`config.mk`:
```
export PLATFORM = sky130hd
export DESIGN_NAME = comp_arbiter
export DESIGN_NICKNAME = d
export VERILOG_FILES = /design/src/rtl/comp_arbiter.sv
export SDC_FILE = /design/constraint.sdc
export NUM_CORES = 1
export LEC_CHECK = 0
export ABC_AREA = 1
export BUFFER_PORTS_ARGS = -buffer_cell sky130_fd_sc_hd__buf_2
export CORE_MARGIN = 10
export CORE_UTILIZATION = 40
export CTS_BUF_LIST = sky130_fd_sc_hd__clkbuf_16
export DETAILED_ROUTE_END_ITERATION = 8
export PLACE_DENSITY = 0.67
export REMOVE_ABC_BUFFERS = 1
export SYNTH_ARGS = -nofsm -noshare
export SYNTH_HDL_FRONTEND = slang
export SYNTH_SLANG_ARGS = --single-unit
```
`constraint.sdc`:
```
create_clock -name clk -period 1.9 [get_ports clk]
set_input_delay 0.285 -clock clk [delete_from_list [all_inputs] [get_ports clk]]
set_output_delay 0.285 -clock clk [all_outputs]
set_load 0.05 [all_outputs]
```
`src/rtl/comp_arbiter.sv`:
```
// Round-robin arbiter sharing one external comparator between NREQ requesters.
// Optional COMP_ARB_CHECK_EN adds cmp_err, flagging non-one-hot comparator results.
module comp_arbiter #(
    parameter int unsigned DATAWIDTH = 8,
    parameter int unsigned NREQ      = 4
) (
    input  logic                      clk,
    input  logic                      rst_n,
    input  logic [NREQ-1:0]           req,
    input  logic [NREQ*DATAWIDTH-1:0] a_in,
    input  logic [NREQ*DATAWIDTH-1:0] b_in,
    output logic [NREQ-1:0]           gnt,
    output logic [NREQ-1:0]           rsp_valid,
    output logic                      rsp_gt,
    output logic                      rsp_lt,
    output logic                      rsp_eq,
    output logic [DATAWIDTH-1:0]      cmp_a,
    output logic [DATAWIDTH-1:0]      cmp_b,
    input  logic                      cmp_gt,
    input  logic                      cmp_lt,
    input  logic                      cmp_eq
`ifdef COMP_ARB_CHECK_EN
    ,
    output logic                      cmp_err
`endif
);

    localparam int unsigned PTR_W = (NREQ > 1) ? $clog2(NREQ) : 1;

    localparam logic [1:0] IDLE = 2'd0;
    localparam logic [1:0] EVAL = 2'd1;
    localparam logic [1:0] RESP = 2'd2;

    logic [1:0]           state;
    logic [1:0]           state_d;
    logic [PTR_W-1:0]     ptr;
    logic [PTR_W-1:0]     ptr_d;
    logic [PTR_W-1:0]     win;
    logic [PTR_W-1:0]     win_d;
    logic [PTR_W-1:0]     pick;
    logic                 found;
    logic [DATAWIDTH-1:0] a_sel;
    logic [DATAWIDTH-1:0] b_sel;
    logic [NREQ-1:0]      gnt_d;
    logic [NREQ-1:0]      rsp_valid_d;
    logic                 cap_ops;
    logic                 cap_flags;

    // First requester at or above ptr, wrapping modulo NREQ
    always_comb begin : pick_blk
        int unsigned idx;
        found = 1'b0;
        pick  = '0;
        idx   = 0;
        for (int unsigned i = 0; i < NREQ; i++) begin
            idx = 32'(ptr) + i;
            if (idx >= NREQ) begin
                idx = idx - NREQ;
            end
            if (!found && req[PTR_W'(idx)]) begin
                found = 1'b1;
                pick  = PTR_W'(idx);
            end
        end
    end

    // Operand select for the candidate winner
    always_comb begin
        a_sel = '0;
        b_sel = '0;
        for (int unsigned j = 0; j < NREQ; j++) begin
            if (pick == PTR_W'(j)) begin
                a_sel = a_in[j*DATAWIDTH +: DATAWIDTH];
                b_sel = b_in[j*DATAWIDTH +: DATAWIDTH];
            end
        end
    end

    // Next-state and registered-output decode
    always_comb begin
        state_d     = state;
        ptr_d       = ptr;
        win_d       = win;
        gnt_d       = '0;
        rsp_valid_d = '0;
        cap_ops     = 1'b0;
        cap_flags   = 1'b0;
        case (state)
            IDLE: begin
                if (found) begin
                    gnt_d   = NREQ'(1) << pick;
                    win_d   = pick;
                    cap_ops = 1'b1;
                    state_d = EVAL;
                end
            end
            EVAL: begin
                rsp_valid_d = NREQ'(1) << win;
                cap_flags   = 1'b1;
                state_d     = RESP;
            end
            RESP: begin
                ptr_d   = (win == PTR_W'(NREQ - 1)) ? '0 : win + PTR_W'(1);
                state_d = IDLE;
            end
            default: begin
                state_d = IDLE;
            end
        endcase
    end

    always_ff @(posedge clk or negedge rst_n) begin
        if (!rst_n) begin
            state <= IDLE;
            ptr   <= '0;
            win   <= '0;
        end else begin
            state <= state_d;
            ptr   <= ptr_d;
            win   <= win_d;
        end
    end

    // Output and operand/result registers
    always_ff @(posedge clk or negedge rst_n) begin
        if (!rst_n) begin
            gnt       <= '0;
            rsp_valid <= '0;
            rsp_gt    <= 1'b0;
            rsp_lt    <= 1'b0;
            rsp_eq    <= 1'b0;
            cmp_a     <= '0;
            cmp_b     <= '0;
        end else begin
            gnt       <= gnt_d;
            rsp_valid <= rsp_valid_d;
            if (cap_ops) begin
                cmp_a <= a_sel;
                cmp_b <= b_sel;
            end
            if (cap_flags) begin
                rsp_gt <= cmp_gt;
                rsp_lt <= cmp_lt;
                rsp_eq <= cmp_eq;
            end
        end
    end

`ifdef COMP_ARB_CHECK_EN
    logic flags_onehot;

    assign flags_onehot = ({cmp_gt, cmp_lt, cmp_eq} == 3'b100) ||
                          ({cmp_gt, cmp_lt, cmp_eq} == 3'b010) ||
                          ({cmp_gt, cmp_lt, cmp_eq} == 3'b001);

    // Error pulse aligned with rsp_valid
    always_ff @(posedge clk or negedge rst_n) begin
        if (!rst_n) begin
            cmp_err <= 1'b0;
        end else begin
            cmp_err <= cap_flags && !flags_onehot;
        end
    end
`endif

endmodule

```
==> metrics.log, run 1 <==
[metrics] via count of the first global-routing pass: approximately 2.4k
[metrics] final core utilization: about two thirds
[metrics] most common cell after layout, fill and taps aside: buf_2
[metrics] area of the core: 5170 sq um
[metrics] starting density of the core: between 40% and 50%
[metrics] final critical delay including setup and external delays: 2.01 ns
[metrics] Max-Cap Viols: 0
[metrics] RSZ-0062 raised after global routing: yes
[metrics] post-CTS clock slew at the launch and capture registers of the worst setup and hold paths: about 0.05 ns
[metrics] mean area per synthesized cell: roughly 7 sq um
[metrics] number of placed instances with taps included: a little under 500
[metrics] number of routed nets with antenna violations: 0
[metrics] hold buffers post-CTS: 0
[metrics] count of buffers inserted at the top-level ports: 99
[metrics] die height: slightly above 90 microns
[metrics] worst hold slack across all endpoints: 0.0815 ns
[metrics] clock buffers created by TritonCTS: 5
[metrics] number of nets in the final layout: between 500 and 600
[metrics] share of the yosys chip area belonging to registers: between 30% and 40%
[metrics] data arrival time of the worst path: between 2 and 2.5 ns
[metrics] post-detailed-route via-to-cell ratio: about 4.7
[metrics] Relative slew margins: about half
[metrics] number of top-level design ports: 100
[metrics] DRC Markers: 0
[metrics] cell at the root of the clock tree: clkbuf_16
[metrics] vias: 2440
[metrics] worst setup margin: -0.114 ns
[metrics] Skew-Pair Late Insertion Delay: ~0.28 ns
[metrics] floorplan die area: between 8000 and 9000 sq um
[metrics] failing checks: setup timing
[metrics] highest-count cells in the layout ignoring fill and taps: buf_2 (99), nand2_1 (96), nor2_1 (47), dfrtp_1 (31)
[metrics] Setup crit start kind: register
[metrics] antenna diode instance count: 0
[metrics] final cycle utilization of the critical path: 106%
[metrics] post-synth cell types: 26
[metrics] Hold Crit Class: in2async
[metrics] sum of net half-perimeters after detailed placement: roughly 5000 microns
[metrics] iteration-0 DRC count of the detailed router: ~110
[metrics] final non-filler cell total: roughly 520
[metrics] width of the die: a little over 90 microns
[metrics] fill cell instance count of the final layout: approximately 470
[metrics] number of H-tree levels: 2
[metrics] RD Place Congestion: between 0.8 and 0.9
[metrics] run status: finished with violations
[metrics] register bit total from synthesis: 33
[metrics] WP data required: roughly 2.1 ns
[metrics] initial antenna violation count: 0
[metrics] Area growth syn-to-layout: 57.8%
[metrics] global-route wire length before repair: around 11000 microns
[metrics] number of rows in the core area: 26
[metrics] GR Overflow Total: 0
[metrics] largest net degree at the start of global routing: 34
[metrics] fraction of layout instances using a drive strength above 1: a little under half
[metrics] router iterations before antenna repair: 4
[metrics] critical path endpoint category: register
[metrics] number of sinks driven by the clock tree: 33
[metrics] total of endpoints with negative setup slack in the final report: 16
[metrics] Synth Warn #: 0
[metrics] CP max FO: 8
[metrics] Crit Path Category: reg2reg
[metrics] achievable frequency: 0.497 GHz
[metrics] final routed wire length divided by cell count: roughly 14 microns
[metrics] final routed wirelength across all metal layers: 7360 microns
[metrics] pins over their slew limit: 0
[metrics] largest clock skew in the final design: 0.00206 ns
[metrics] instance count of the mapped netlist: approximately 310
[metrics] clock buffer depth: 2
[metrics] TritonCTS clock tree: yes
[metrics] final hold violations: 0
[metrics] transition time at the pin with the least slew margin: 0.767 ns
[metrics] netlist area before placement: 2160 sq um
[metrics] Overall Global Routing Usage: 15.8%
==> metrics by stage <==
step / setup slack, ns / instance area, sq um / setup TNS [ns]
after global placement: -0.0578 / 2810 / -0.699
after CTS: -0.00526 / 3140 / -0.0103
after global routing: -0.189 / 3410 / -2.89
final: -0.114 / 3410 / -1.27
after floorplan: -0.174 / 2080 / -2.55
after detailed placement: -0.0991 / 2810 / -1.23
==> metal layers <==
| metal | wire length (microns) | track usage [%] | vias to the layer above |
|---|---|---|---|
| met5 | 0 | 0 | - |
| met4 | 69 | 4.37 | 0 |
| met3 | 672 | 7.11 | 7 |
| met2 | 3660 | 26.9 | 98 |
| met1 | 2960 | 17.3 | 1086 |
| li1 | - | - | 1249 |
==> cell usage after synthesis (all sizes together) <==
cell type	n	area, sq um
a21boi	8	60.1
a21oi	2	10.0
buf	9	85.1
dfrtp	33	826
ha	4	50.1
inv	27	104
nand2	129	517
nand3	29	158
nand3b	1	7.51
nand4	1	6.26
nor2	55	265
nor3	1	5.00
o21ai	11	55.1
o31ai	1	7.51
or2	1	6.26
==> worst paths after layout <==
path	from	endpoint	slack [ns]	cells past startpoint
min reg2reg	rsp_gt	rsp_gt	0.46	2
max reg2reg	ptr[0]	cmp_a[5]	-0.11	16
min in group clk	cmp_gt	rsp_gt	0.21	3
max	ptr[0]	cmp_a[5]	-0.11	16
max in group asynchronous	rst_n	ptr[1]	1.29	1
min	rst_n	ptr[0]	0.08	1
==> cell type report <==
type                            count  area, sq um  area share, %
Clock inverter                      3         17.5          0.513
Timing Repair Buffer              135          878           25.7
Clock buffer                        5          125           3.67
Multi-Input combinational cell    246         1360           39.9
Sequential cell                    33          828           24.3
Tap cell                           70         87.6           2.57
Inverter                           27          114           3.34
==> logic make-up (layout without fill, tap and decap cells) <==
group / after synthesis / count (layout) / synth area share [%]
and+or+nand+nor: 217 / 220 / 44.6
buffers and inverters: 36 / 170 / 8.74
DFF: 33 / 33 / 38.2
AOI/OAI and AO/OA: 22 / 22 / 6.13
adders and majority gates: 4 / 4 / 2.31
==> critical path: stages (launching register included) <==
cell and delay (ns):
dfrtp_2 0.44, clkinv_4 0.12, nand2_4 0.09, nand2_2 0.07, nand2_2 0.11, nand2_4 0.08
nor2_1 0.11, nor2_1 0.05, nand2_1 0.07, nand2_2 0.09, buf_6 0.13, nor2_4 0.15
clkbuf_16 0.19, nand2_1 0.05, nand3_1 0.06, nor2_1 0.04, nor2_1 0.08
==> timing repair <==
item	in CTS	in global routing
gates cloned	3	2
buffers inserted	9	7
resized for setup	18	55
endpoints found under the setup margin	16	18
pin swaps	6	27
==> flip-flops by register name, indices dropped and copies added (netlist names) <==
register and flops:
cmp_a 8, win 2, cmp_b 8, rsp_lt 1, gnt 4, state 2
rsp_gt 1, rsp_eq 1, rsp_valid 4, ptr 2
Power of run 1 is not shown: default switching activity piles up to over one toggle a cycle in this logic, so the estimate is an artifact.
==> run 2: changes to the inputs <==
--- a/config.mk
+++ b/config.mk
@@ -7,11 +7,13 @@
 export LEC_CHECK = 0
 export ABC_AREA = 1
 export BUFFER_PORTS_ARGS = -buffer_cell sky130_fd_sc_hd__buf_2
+export CAP_MARGIN = 40
 export CORE_MARGIN = 10
 export CORE_UTILIZATION = 40
 export CTS_BUF_LIST = sky130_fd_sc_hd__clkbuf_16
 export DETAILED_ROUTE_END_ITERATION = 8
 export PLACE_DENSITY = 0.67
+export RECOVER_POWER = 25
 export REMOVE_ABC_BUFFERS = 1
 export SYNTH_ARGS = -nofsm -noshare
 export SYNTH_HDL_FRONTEND = slang
==> run 2 against run 1 <==
Against the previous run: the flow still finishes with violations (setup timing); highest routed layer unchanged; setup slack is the same; critical path type unchanged; clock skew is the same; register-to-register slack hardly changed; fmax unchanged; final cell count unchanged.
==> metrics.log, run 2 (synthesis results as in run 1) <==
[metrics] run status: finished with violations (unchanged)
[metrics] failing checks: setup timing (unchanged)
[metrics] width of the die: 93.5 microns (unchanged)
[metrics] achievable frequency: 0.497 GHz (unchanged)
[metrics] Setup crit start kind: register (unchanged)
[metrics] clock buffers created by TritonCTS: 5 (unchanged)
[metrics] RSZ-0062 raised after global routing: yes (unchanged)
[metrics] DRC Markers: 0 (unchanged)
[metrics] data arrival time of the worst path: 2.22 ns (about the same)
[metrics] delay of the slowest critical-path stage: 0.44 ns (about the same)
[metrics] Placement Cell Area: 2810 sq um (unchanged)
[metrics] initial antenna violation count: 0 (unchanged)
[metrics] sum of net half-perimeters after detailed placement: 5020 microns (unchanged)
[metrics] Skew-Pair Late Insertion Delay: 0.28 ns (about the same)
[metrics] GR Overflow Total: 0 (unchanged)
[metrics] iteration-0 DRC count of the detailed router: 111 (unchanged)
[metrics] largest net degree at the start of global routing: 34 (unchanged)
[metrics] number of rows in the core area: 26 (unchanged)
[metrics] vias: 2440 (unchanged)
[metrics] number of placed instances with taps included: 490 (unchanged)
[metrics] Reg-to-Reg End: cmp_a[5] (unchanged)
[metrics] final routed wirelength across all metal layers: 7360 microns (about the same)
[metrics] Overall Global Routing Usage: 15.8% (unchanged)
[metrics] worst setup margin: -0.114 ns (unchanged)
[metrics] worst-case setup slack after placement: -0.0991 ns (unchanged)
[metrics] final non-filler cell total: 519 (unchanged)
[metrics] Relative slew margins: 42.8% (was 48.9%)
[metrics] final hold violations: 0 (unchanged)
[metrics] count of buffers inserted at the top-level ports: 99 (unchanged)
[metrics] Area growth syn-to-layout: 57.8% (unchanged)
[metrics] CP max FO: 8 (unchanged)
[metrics] router iterations before antenna repair: 4 (unchanged)
[metrics] number of top-level design ports: 100 (unchanged)
[metrics] Crit Path Category: reg2reg (unchanged)
[metrics] hold buffers post-CTS: 0 (unchanged)
[metrics] pins over their slew limit: 0 (unchanged)
[metrics] final routed wire length divided by cell count: 14.2 microns (about the same)
[metrics] Max-Cap Viols: 0 (unchanged)
[metrics] floorplan die area: 8750 sq um (unchanged)
[metrics] antenna diode instance count: 0 (unchanged)
[metrics] final critical delay including setup and external delays: 2.01 ns (unchanged)
[metrics] global-route wire length before repair: 11100 microns (unchanged)
[metrics] clock buffer depth: 2 (unchanged)
[metrics] number of sinks driven by the clock tree: 33 (unchanged)
[metrics] post-CTS clock slew at the launch and capture registers of the worst setup and hold paths: 0.05 ns (about the same)
[metrics] number of routed nets with antenna violations: 0 (unchanged)
[metrics] number of nets in the final layout: 525 (unchanged)
[metrics] fraction of layout instances using a drive strength above 1: 45.9% (unchanged)
[metrics] Crit path buffers/inverters: 3 (unchanged)
[metrics] WP data required: 2.11 ns (about the same)
[metrics] CP max stage cell: dfrtp_2 (unchanged)
[metrics] cell at the root of the clock tree: clkbuf_16 (unchanged)
[metrics] cells along the critical path: clkinv_4 -> nand2_4 -> nand2_2 -> nand2_2 -> nand2_4 -> nor2_1 -> nor2_1 -> nand2_1 -> nand2_2 -> buf_6 -> nor2_4 -> clkbuf_16 -> nand2_1 -> nand3_1 -> nor2_1 -> nor2_1 (unchanged)
[metrics] finished layout cell area: 3410 sq um (unchanged)
[metrics] RD Place Congestion: 0.803 (unchanged)
[metrics] starting density of the core: 41.8% (unchanged)
[metrics] setup TNS: -1.27 ns (unchanged)
[metrics] Hold Crit Class: in2async (unchanged)
[metrics] critical path endpoint category: register (unchanged)
[metrics] cell occurring most often along the worst timing path: nor2_1 (unchanged)
[metrics] number of H-tree levels: 2 (unchanged)
[metrics] final cycle utilization of the critical path: 106% (unchanged)
[metrics] worst r2r src: ptr[0] (unchanged)
[metrics] R2R depth: 16 (unchanged)
[metrics] die height: 93.5 microns (unchanged)
[metrics] fill cell instance count of the final layout: 468 (unchanged)
[metrics] most common cell after layout, fill and taps aside: buf_2 (unchanged)
[metrics] registers with the most flip-flops: cmp_a: 8 flops, cmp_b: 8 flops (unchanged)
[metrics] total of endpoints with negative setup slack in the final report: 16 (unchanged)
[metrics] R2R Setup Slk: -0.11 ns (about the same)
[metrics] CP delay by family, top: simple AND/OR/NAND/NOR gates (unchanged)
[metrics] area of the core: 5170 sq um (unchanged)
[metrics] TritonCTS clock tree: yes (unchanged)
[metrics] transition time at the pin with the least slew margin: 0.858 ns (was 0.767 ns)
[metrics] highest-count cells in the layout ignoring fill and taps: buf_2 (98), nand2_1 (96), nor2_1 (47), dfrtp_1 (31) (was buf_2 (99), nand2_1 (96), nor2_1 (47), dfrtp_1 (31))
[metrics] largest clock skew in the final design: 0.00206 ns (unchanged)
[metrics] post-detailed-route via-to-cell ratio: 4.70 (unchanged)
[metrics] via count of the first global-routing pass: 2426 (unchanged)
## run 2: cell count changes in the layout (fill, tap and decap cells not counted), sizes merged
cell and change:
buf -1, clkbuf +1
## run 2: how the worst max path moves through the flow
| stage | slack, ns | cells after the start | endpoint | start |
|---|---|---|---|---|
| floorplan | -0.17 | 14 | cmp_a[0] | ptr[0] |
| finish | -0.11 | 16 | cmp_a[5] | ptr[0] |
| CTS | -0.005 | 15 | cmp_a[4] | ptr[0] |
| global placement | -0.06 | 14 | cmp_a[2] | ptr[0] |
| detailed placement | -0.1 | 14 | cmp_a[5] | ptr[0] |
| global route | -0.19 | 15 | cmp_b[6] | ptr[0] |
## run 2: layer usage
metal / up-vias / wire, microns / track usage [%]
li1: 1249 / - / -
met5: - / 0 / 0
met3: 7 / 672 / 7.11
met1: 1086 / 2960 / 17.3
met4: 0 / 69 / 4.37
met2: 98 / 3660 / 26.9
## run 2: per-stage QoR
step	hold WS, ns	util, %
6_report	0.111	66.0
5_1_grt	0.195	66.0
4_1_cts	0.115	60.7
3_5_place_dp	0.409	54.3
3_3_place_gp	0.406	54.3
2_1_floorplan	-0.0106	-
## run 2: timing repair
action,CTS,global route
pin swaps,6,27
setup buffers,9,7
gates resized for setup,18,55
gates cloned,3,2
endpoints found under the setup margin,16,18
## run 2: final cells by class
class / instances / area (sq um) / area share, %
multi-input combinational: 246 / 1360 / 39.9
timing repair buffer: 135 / 878 / 25.7
sequential: 33 / 828 / 24.3
clock buffer: 5 / 125 / 3.67
inverter: 27 / 114 / 3.34
tap: 70 / 87.6 / 2.57
clock inverter: 3 / 17.5 / 0.513
Power of run 2 is left out for the same reason.
